===== config.mk =====
export PLATFORM = sky130hd
export DESIGN_NAME = breathe_ctrl
export DESIGN_NICKNAME = d
export VERILOG_FILES = /design/src/rtl/led_pkg.sv /design/src/rtl/btn_debounce.sv /design/src/rtl/breathe_ctrl.sv
export SDC_FILE = /design/constraint.sdc
export NUM_CORES = 1
export LEC_CHECK = 0
export BUFFER_PORTS_ARGS = -buffer_cell sky130_fd_sc_hd__buf_2
export CAP_MARGIN = 5
export CORE_ASPECT_RATIO = 0.75
export CORE_MARGIN = 5
export CORE_UTILIZATION = 57
export CTS_CLUSTER_DIAMETER = 150
export DETAILED_ROUTE_END_ITERATION = 8
export GPL_ROUTABILITY_DRIVEN = 0
export PLACE_DENSITY_LB_ADDON = 0.2
export SLEW_MARGIN = 10
export SYNTH_ARGS = -nofsm -noshare
export SYNTH_HDL_FRONTEND = slang
export SYNTH_SLANG_ARGS = --single-unit

===== constraint.sdc =====
create_clock -name clk -period 6.48 [get_ports clk]
set_input_delay 0.972 -clock clk [delete_from_list [all_inputs] [get_ports clk]]
set_output_delay 0.972 -clock clk [all_outputs]
set_load 0.02 [all_outputs]

===== src/rtl/led_pkg.sv =====
// Shared LED pattern definitions: mode encodings and the default PWM period.
package led_pkg;

    localparam logic [1:0] MODE_OFF     = 2'd0;
    localparam logic [1:0] MODE_FULL    = 2'd1;
    localparam logic [1:0] MODE_BREATHE = 2'd2;
    localparam logic [1:0] MODE_CHASE   = 2'd3;

    localparam int unsigned DUTY_MAX_DEF = 25000;

endpackage


===== src/rtl/btn_debounce.sv =====
// Push-button synchroniser and debouncer with a 1-cycle rising-edge pulse.
module btn_debounce #(
    parameter int unsigned DEBOUNCE_CYC = 1000000
) (
    input  logic clk,
    input  logic rst,
    input  logic btn_in,
    output logic level,
    output logic rise
);

    localparam int unsigned     CNT_W  = $clog2(DEBOUNCE_CYC + 1);
    localparam logic [CNT_W-1:0] C_LAST = CNT_W'(DEBOUNCE_CYC - 1);

    logic             r_s1;
    logic             r_s2;
    logic [CNT_W-1:0] r_cnt;
    logic             r_level;
    logic             r_rise;

    // The count only runs while the synced level disagrees with the accepted
    // level, so any bounce back restarts it.
    always_ff @(posedge clk or posedge rst) begin
        if (rst) begin
            r_s1    <= 1'b0;
            r_s2    <= 1'b0;
            r_cnt   <= '0;
            r_level <= 1'b0;
            r_rise  <= 1'b0;
        end else begin
            r_s1   <= btn_in;
            r_s2   <= r_s1;
            r_rise <= 1'b0;
            if (r_s2 == r_level) begin
                r_cnt <= '0;
            end else if (r_cnt == C_LAST) begin
                r_cnt   <= '0;
                r_level <= r_s2;
                r_rise  <= r_s2;
            end else begin
                r_cnt <= r_cnt + CNT_W'(1);
            end
        end
    end

    assign level = r_level;
    assign rise  = r_rise;

endmodule


===== src/rtl/breathe_ctrl.sv =====
// Per-channel LED duty generator (OFF/FULL/BREATHE/CHASE), updated only at
// PWM period boundaries; mode is cycled by a debounced push button.
module breathe_ctrl
    import led_pkg::*;
#(
    parameter int unsigned NUM_CH       = 4,
    parameter int unsigned DUTY_W       = 16,
    parameter int unsigned DUTY_MAX     = DUTY_MAX_DEF,
    parameter int unsigned STEP         = 10,
    parameter int unsigned DEBOUNCE_CYC = 1000000
) (
    input  logic                     clk,
    input  logic                     rst,
    input  logic                     btn,
    input  logic                     period_done,
    output logic [NUM_CH*DUTY_W-1:0] duty_out,
    output logic                     duty_valid,
    output logic [1:0]               mode
);

    localparam int unsigned       SUM_W     = DUTY_W + 2;
    localparam int unsigned       OFS       = (2 * DUTY_MAX) / NUM_CH;
    localparam logic [SUM_W-1:0]  C_TWO_MAX = SUM_W'(2 * DUTY_MAX);
    localparam logic [SUM_W-1:0]  C_MAX     = SUM_W'(DUTY_MAX);
    localparam logic [SUM_W-1:0]  C_STEP    = SUM_W'(STEP);

    logic [NUM_CH*DUTY_W-1:0] r_duty;
    logic                     r_valid;
    logic [1:0]               r_mode;
    logic [1:0]               r_pend_mode;
    logic [DUTY_W:0]          r_phase;

    logic                     w_rise;
    logic                     w_level;
    logic [SUM_W-1:0]         w_sum;
    logic [DUTY_W:0]          w_phase_n;
    logic [SUM_W-1:0]         w_chs;
    logic [NUM_CH*DUTY_W-1:0] w_duty_n;
    logic                     w_anim;

    function automatic logic [DUTY_W-1:0] tri_fold(input logic [SUM_W-1:0] x);
        logic [SUM_W-1:0] y;
        y = (x <= C_MAX) ? x : (C_TWO_MAX - x);
        return y[DUTY_W-1:0];
    endfunction

    btn_debounce #(
        .DEBOUNCE_CYC(DEBOUNCE_CYC)
    ) u_btn (
        .clk   (clk),
        .rst   (rst),
        .btn_in(btn),
        .level (w_level),
        .rise  (w_rise)
    );

    // Next phase and duties, computed against the mode about to be applied.
    always_comb begin
        w_anim = (r_pend_mode == MODE_BREATHE) || (r_pend_mode == MODE_CHASE);
        w_sum  = {1'b0, r_phase} + C_STEP;
        if (w_sum >= C_TWO_MAX) begin
            w_sum = w_sum - C_TWO_MAX;
        end
        w_phase_n = (r_pend_mode != r_mode) ? C_STEP[DUTY_W:0] : w_sum[DUTY_W:0];
        w_chs     = '0;
        w_duty_n  = '0;
        for (int i = 0; i < int'(NUM_CH); i++) begin
            w_chs = {1'b0, w_phase_n};
            if (r_pend_mode == MODE_CHASE) begin
                w_chs = w_chs + SUM_W'(32'(i) * OFS);
            end
            if (w_chs >= C_TWO_MAX) begin
                w_chs = w_chs - C_TWO_MAX;
            end
            case (r_pend_mode)
                MODE_OFF:  w_duty_n[i*DUTY_W +: DUTY_W] = '0;
                MODE_FULL: w_duty_n[i*DUTY_W +: DUTY_W] = C_MAX[DUTY_W-1:0];
                default:   w_duty_n[i*DUTY_W +: DUTY_W] = tri_fold(w_chs);
            endcase
        end
    end

    // A same-cycle button edge only reaches pend_mode, so it is applied next period.
    always_ff @(posedge clk or posedge rst) begin
        if (rst) begin
            r_duty      <= '0;
            r_valid     <= 1'b0;
            r_mode      <= MODE_BREATHE;
            r_pend_mode <= MODE_BREATHE;
            r_phase     <= '0;
        end else begin
            r_valid <= 1'b0;
            if (w_rise) begin
                r_pend_mode <= r_pend_mode + 2'd1;
            end
            if (period_done) begin
                r_mode  <= r_pend_mode;
                r_valid <= 1'b1;
                r_duty  <= w_duty_n;
                if (w_anim) begin
                    r_phase <= w_phase_n;
                end
            end
        end
    end

    assign duty_out   = r_duty;
    assign duty_valid = r_valid;
    assign mode       = r_mode;

endmodule


* Word-level counts from Yosys, hierarchy flattened
Cells that the tools add are included.
** Word-level totals
- Output and inout port bits :: 67
- Logic and storage cells :: 67
- Flip-flop bits (word level) :: 110
- Input bits :: 4
** Cells by class
- Multiplexer cells :: 22
- Bitwise operators :: 1
- Add/subtract/negate cells :: 15
- Eq/ne operators :: 6
- Magnitude comparators :: 9
- Reductions and logical operators :: 4
** Operators with widths (count)
- 16-bit case mux with 2 select lines :: 4
- 18-bit 2-to-1 mux :: 7
- 18-bit by 16-bit greater-or-equal comparator with 1-bit output (second input constant) :: 4
- 18-bit by 15-bit <= comparator with 1-bit output (second input constant) :: 4
- 16-bit 2-to-1 mux :: 4
- 16-bit subtractor (first input constant) :: 4
- 18-bit by 16-bit subtractor with 18-bit output (second input constant) :: 3
- 20-bit 2-to-1 mux :: 2
- 17-bit 2-to-1 mux :: 2
- 20-bit by 1-bit adder with 20-bit output (second input constant) :: 1
- 20-bit equality test (second input constant) :: 1
- 17-bit by 14-bit adder with 18-bit output (second input constant) :: 1
- 17-bit by 15-bit adder with 18-bit output (second input constant) :: 1
- 17-bit by 16-bit adder with 18-bit output (second input constant) :: 1
- 17-bit by 4-bit adder with 18-bit output (second input constant) :: 1
- 17-bit by 16-bit subtractor with 18-bit output (second input constant) :: 1
- 17-bit by 16-bit greater-or-equal comparator with 1-bit output (second input constant) :: 1
- 17-bit by 16-bit subtractor with 17-bit output (second input constant) :: 1
- 2-bit equality test (second input constant) :: 2
- 2-bit AND reduction :: 2
- 1-bit 2-to-1 mux :: 3
- 2-bit by 1-bit adder with 2-bit output (second input constant) :: 1
- 2-bit by 1-bit equality test with 1-bit output (second input constant) :: 1
- 2-bit logical NOT :: 1
- 4 further kinds :: 4

* Longest topological paths before layout
- Word-level depth :: 11
- Depth in mapped cells :: 34
- Mapped depth without buffers :: 30

* Modules after synthesis
A second synthesis with hierarchy kept.
** Second synthesis, totals
- Cells, all modules :: 1415
- Area, all modules :: 11354.6 um^2
** By module, submodules not included
- breathe_ctrl :: cells an instance 1307, area each 10166.0 um^2, seq. area each 2079.5 um^2, times used 1
- btn_debounce :: cells an instance 108, area each 1188.6 um^2, seq. area each 600.6 um^2, times used 1

* Least setup slack after synthesis
OpenSTA, ideal clock, no wires.
- Kind :: flip-flop to flip-flop
- Start :: reg r_phase[2]
- End :: reg r_duty[46], in the netlist duty_out[46]
- Buffers on the path :: 5
- Arrival time :: 6.866 ns
- Setup time :: 0.136 ns
- Setup slack :: -0.522 ns
- Required time :: 6.344 ns
- Stages on the path, launching flop included :: 32
- Period minus slack after synthesis :: 7.002 ns
- Path through :: dfrtp_1 -> ha_1 -> clkbuf_4 -> o21ai_0 -> xor2_1 -> ha_1 -> clkbuf_1 -> o41ai_2 -> a21oi_2 -> o211ai_4 -> mux2i_1 -> o21ai_4 -> inv_1 -> ha_1 -> nand2_1 -> o311a_1 -> nand2_1 -> a22o_1 -> a221o_1 -> buf_6 -> or2_1 -> buf_4 -> a311oi_4 -> a22o_4 -> mux2_2 -> o32ai_2 -> a2111oi_4 -> or2_4 -> buf_4 -> nor4b_2 -> xnor2_1 -> o221ai_2
** Between the ends
- Word-level cells in the longest chain between the ends :: 11
- Elaborated cells on any way between the ends :: 14
- Classes of those cells :: 5 x add/sub; 3 x order compare; 6 x mux
** RTL lines
- start, declared :: line breathe_ctrl.sv:31 : logic [DUTY_W:0] r_phase;
- start signal, assigned :: line breathe_ctrl.sv:101 : r_phase <= w_phase_n;
- 17-bit by 4-bit adder with 18-bit output * :: line breathe_ctrl.sv:60 : w_sum = {1'b0, r_phase} + C_STEP;
- 17-bit by 16-bit subtractor with 17-bit output or 18-bit by 16-bit greater-or-equal comparator with 1-bit output (tied branches) :: line breathe_ctrl.sv:62, breathe_ctrl.sv:61
- 17-bit 2-to-1 mux * :: line breathe_ctrl.sv:61 : if (w_sum >= C_TWO_MAX) begin
- 17-bit 2-to-1 mux * :: line breathe_ctrl.sv:64 : w_phase_n = (r_pend_mode != r_mode) ? C_STEP[DUTY_W:0] : w_sum[DUTY_W:0];
- named net w_phase_n[4] :: line breathe_ctrl.sv:36 : logic [DUTY_W:0] w_phase_n;
- 17-bit by 15-bit adder with 18-bit output :: line breathe_ctrl.sv:70 : w_chs = w_chs + SUM_W'(32'(i) * OFS);
- 18-bit 2-to-1 mux * :: line breathe_ctrl.sv:69 : if (r_pend_mode == MODE_CHASE) begin
- 18-bit by 16-bit subtractor with 18-bit output or 18-bit by 16-bit greater-or-equal comparator with 1-bit output (tied branches) :: line breathe_ctrl.sv:73, breathe_ctrl.sv:72
- 18-bit 2-to-1 mux * :: line breathe_ctrl.sv:72 : if (w_chs >= C_TWO_MAX) begin
- 16-bit subtractor or 18-bit by 15-bit <= comparator with 1-bit output (tied branches) :: line breathe_ctrl.sv:43 : y = (x <= C_MAX) ? x : (C_TWO_MAX - x);
- 16-bit 2-to-1 mux * :: line breathe_ctrl.sv:43
- 16-bit case mux with 2 select lines * :: line breathe_ctrl.sv:75 : case (r_pend_mode)
- end signal, assigned :: line breathe_ctrl.sv:99 : r_duty <= w_duty_n;
- end, declared :: line breathe_ctrl.sv:27 : logic [NUM_CH*DUTY_W-1:0] r_duty;
The timed path passes the listed nets; every way through them passes the cells marked *.
A chain may end at the register's enable or synchronous reset.

* Worst setup path in the final report
- Start :: reg r_phase[1]
- End :: reg r_duty[43], in the netlist duty_out[43]
** Between the ends
- Word-level cells in the longest chain between the ends :: 11
- Elaborated cells on any way between the ends :: 14
- Classes of those cells :: 5 x add/sub; 3 x order compare; 6 x mux
** RTL lines (line)
- 17-bit by 4-bit adder with 18-bit output * :: breathe_ctrl.sv:60
- 17-bit by 16-bit subtractor with 17-bit output or 18-bit by 16-bit greater-or-equal comparator with 1-bit output (tied branches) :: breathe_ctrl.sv:62, breathe_ctrl.sv:61
- 17-bit 2-to-1 mux * :: breathe_ctrl.sv:61
- 17-bit 2-to-1 mux * :: breathe_ctrl.sv:64
- 17-bit by 15-bit adder with 18-bit output :: breathe_ctrl.sv:70
- 18-bit 2-to-1 mux * :: breathe_ctrl.sv:69
- 18-bit by 16-bit subtractor with 18-bit output or 18-bit by 16-bit greater-or-equal comparator with 1-bit output (tied branches) :: breathe_ctrl.sv:73, breathe_ctrl.sv:72
- 18-bit 2-to-1 mux * :: breathe_ctrl.sv:72
- 16-bit subtractor or 18-bit by 15-bit <= comparator with 1-bit output (tied branches) :: breathe_ctrl.sv:43
- 16-bit 2-to-1 mux * :: breathe_ctrl.sv:43
- 16-bit case mux with 2 select lines * :: breathe_ctrl.sv:75
Every way passes the cells marked *; elsewhere a longest branch is shown, timed or not.

==> flow_summary.yaml <==
synthesis:
  yosysSeqAreaShare_pct: 23.7
  synth_seq_cells: 107
  synthCells: 1418
  synthesis.area_um2: 11300
  synth.lib_cells_used.distinct: 112
  number_of_synthesized_flops_with_an_enable_pin: 0
  ys_async_sr_fraction_pct: 100
  post_synth.cell_area_avg_um2: 7.98
  synth.yosys.warnings: 0
  postSynth.topFlopCell: "dfrtp_1"
  synth_fp_nets: 1446
cells_and_area:
  syn_to_final_growth_pct: 17.2
  final_common_cell: "nor2_1"
  drive_gt1_share_pct: 24.3
  nNetsFinal: 1573
  area.sequential_um2: 2680
  footprint_of_the_multi_input_gates_um2: 8420
  most-common-layout-cells: "nor2_1, buf_4, nand2_1"
  nFillCells: 1583
  design_area_um2: 13300
  antenna_cells: 0
die:
  die_h_um: 132
  start_util_pct: 58.2
  fp.dieArea_um2: 22800
  floorplan.die.width_um: 173
  core_um2: 19400
  rows: 44
  io_pins: 71
detailed_routing:
  drt_pre_antenna_iters: 8
  wire_per_inst_um: 21.4
  initialDrtViolationCount: 1708
  dr_total_vias: 12100
  drc: 0
  antenna_violating_nets_post_route: 0
  route.detailed.vias_per_inst: 6.70
  wirelength_um: 38600
min_path:
  timing.hold.worst.class: "reg -> reg"
  worst_hold_startpoint: "u_btn.r_s1"
setup_path:
  worst-setup-path-type: "reg -> reg"
  required_time_of_the_critical_path_ps: 6720
  cpMostUsedCell: "nand2_2"
  crit_path_start: "r_phase[1]"
  cp.arrival_ps: 6630
  crit_path_max_incr_delay_ps: 480
  setup.worst_path.end: "duty_out[43]"
  critical_path.max_fanout: 6
  critical_path.endpoint_type: "register"
  r2r_cells: 27
  worstSetupStartpointType: "register"
  critPathSlowestCell: "o41ai_2"
  critical_path.top_delay_family: "compound AO/OA/AOI/OAI gates"
  regToRegEndpoint: "duty_out[43]"
  worst_reg2reg_path_startpoint: "r_phase[1]"
  worst_reg2reg_setup_slack_ps: 90
  critical_path_cell_count: 27
  critical_path_buf_inv_count: 1
clocking:
  cts_sinks: 107
  clock_h_tree_levels: 3
  clock_latency_ps: 390
  tritoncts.num_buffers: 9
  clk_transition_reported_paths_ps: 80
  cts_root_buffer: "clkbuf_16"
  cts_buffer_depth: 2
  tritoncts: "yes"
global_route:
  track_usage_pct: 32.1
  globalRoute.totalOverflow: 0
  first_global_vias: 11000
  antenna_found_initial: 0
  grt_pass1_wl_um: 60600
  grt_start_max_net_pins: 68
place:
  place_area_um2: 12500
  port_buffers: 70
  dp_hpwl_um: 28800
timing:
  maxSlewViolCount: 0
  hold_violations: 0
  rsz_0062_raised_after_global_routing: "true"
  achievable-frequency_mhz: 156
  final_hold_slack_ps: 360
  share_of_the_cycle_needed_by_the_critical_path_after_routing_pct: 98.6
  slew-limit-headroom_pct: 20.0
  finClkSkew_ps: 16.6
  max_slew.worst_pin.slew_ps: 1190
  post-route-min-period_ps: 6390
  timing.final.setup_violations: 0
power:
  p_per_area_nw_per_um2: 102
  worst_ir_drop_vdd_mv: 0.167
  totalPowerFinal_mw: 1.35
  power.static_leakage_nw: 5.46
status:
  outcome: "complete, no violations"
flow_run:
  timing.max_cap.violations: 0
[layout make-up]
type                    count  area share (%)
multi-input cells        1184            63.5
flip-flops and latches    107            20.2
repair buffers            200            10.2
well taps                 253            2.39
clock buffers               9            1.70
inverters                  43            1.24
clock inverters             7           0.812
[metrics by stage]
step | std cells | worst slack, ps | TNS, ps | util, %
after floorplan | 1418 | -136 | -319 | -
after global routing | 1803 | -141 | -469 | 68.2
final | 1803 | 89.2 | 0 | 68.2
after detailed placement | 1766 | 10.3 | 0 | 64.3
after global placement | 1766 | 151 | 0 | 64.3
after CTS | 1784 | 2.35 | 0 | 66.1
[logic make-up (layout without fill, tap and decap cells)]
family | after synthesis | after routing | share of synthesized area (%)
adder cells (fa/ha/maj) | 24 | 24 | 2.65
multiplexers | 30 | 30 | 2.95
AND/OR/NAND/NOR | 509 | 509 | 22.7
flip-flops | 107 | 107 | 23.7
XOR/XNOR | 161 | 161 | 12.7
AO/OA/AOI/OAI | 458 | 460 | 29.8
buffers and inverters | 129 | 259 | 5.44
[where the power goes]
part / switching [mW] / internal, mW
registers: 0.00387 / 0.673
clock network: 0.315 / 0.320
logic: 0.0325 / 0.00813
[state kept, by name (all words and copies together), names as in the netlist]
signal,count
mode,2
duty_out,61
u_btn.r_s1,1
u_btn.level,1
duty_valid,1
u_btn.rise,1
r_pend_mode,2
u_btn.r_cnt,20
u_btn.r_s2,1
r_phase,17
[worst min path at each step]
stage	to	depth (start not counted)
2_1_floorplan	u_btn.r_s2	0
3_5_place_dp	u_btn.r_s2	0
3_3_place_gp	u_btn.r_s2	0
4_1_cts	u_btn.r_s2	0
5_1_grt	u_btn.r_s2	0
6_report	u_btn.r_s2	0
[repair_timing]
action / 4_1_cts / 5_1_grt
endpoints found under the hold margin: 0 / 0
hold buffers: 0 / 0
endpoints found under the setup margin: 1 / 42
pin swaps: 2 / 19
gates resized for setup: 1 / 62
setup buffers: 2 / 17
gates cloned: 0 / 2
[layer usage]
metal	vias up	global-route usage, %	routed length (µm)
li1	5513	-	-
met1	5740	47.4	16500
met2	729	46.3	16200
met3	101	8.60	4770
met4	0	8.73	1140
met5	-	0	0
[synth_stat cells (10+ instances only)]
cell type	count	area share (%)
or3_1	13	0.72
or2_2	11	0.61
o221ai_1	13	1.0
mux2i_1	17	1.5
a221oi_1	12	0.93
o2bb2ai_1	40	3.1
ha_1	24	2.7
nor3_1	49	2.2
clkbuf_1	45	1.5
o22ai_1	14	0.77
nand4_1	12	0.66
nand2b_1	10	0.55
nor2_1	142	4.7
nor2b_1	12	0.66
xnor2_1	116	9.0
dfrtp_1	105	23
a21o_1	22	1.5
mux2_2	10	1.0
and2_1	15	0.83
buf_2	18	0.80
o21a_1	11	0.73
a31oi_1	24	1.3
nand3_1	41	1.8
nand2_1	122	4.0
inv_1	42	1.4
o211ai_1	17	1.1
and3_1	21	1.2
a21oi_1	88	3.9
o21ai_0	74	3.3
buf_4	10	0.66
nor4_1	14	0.77
xor2_1	41	3.2
a211oi_1	12	0.80
Power figures use the tool's default switching activity.
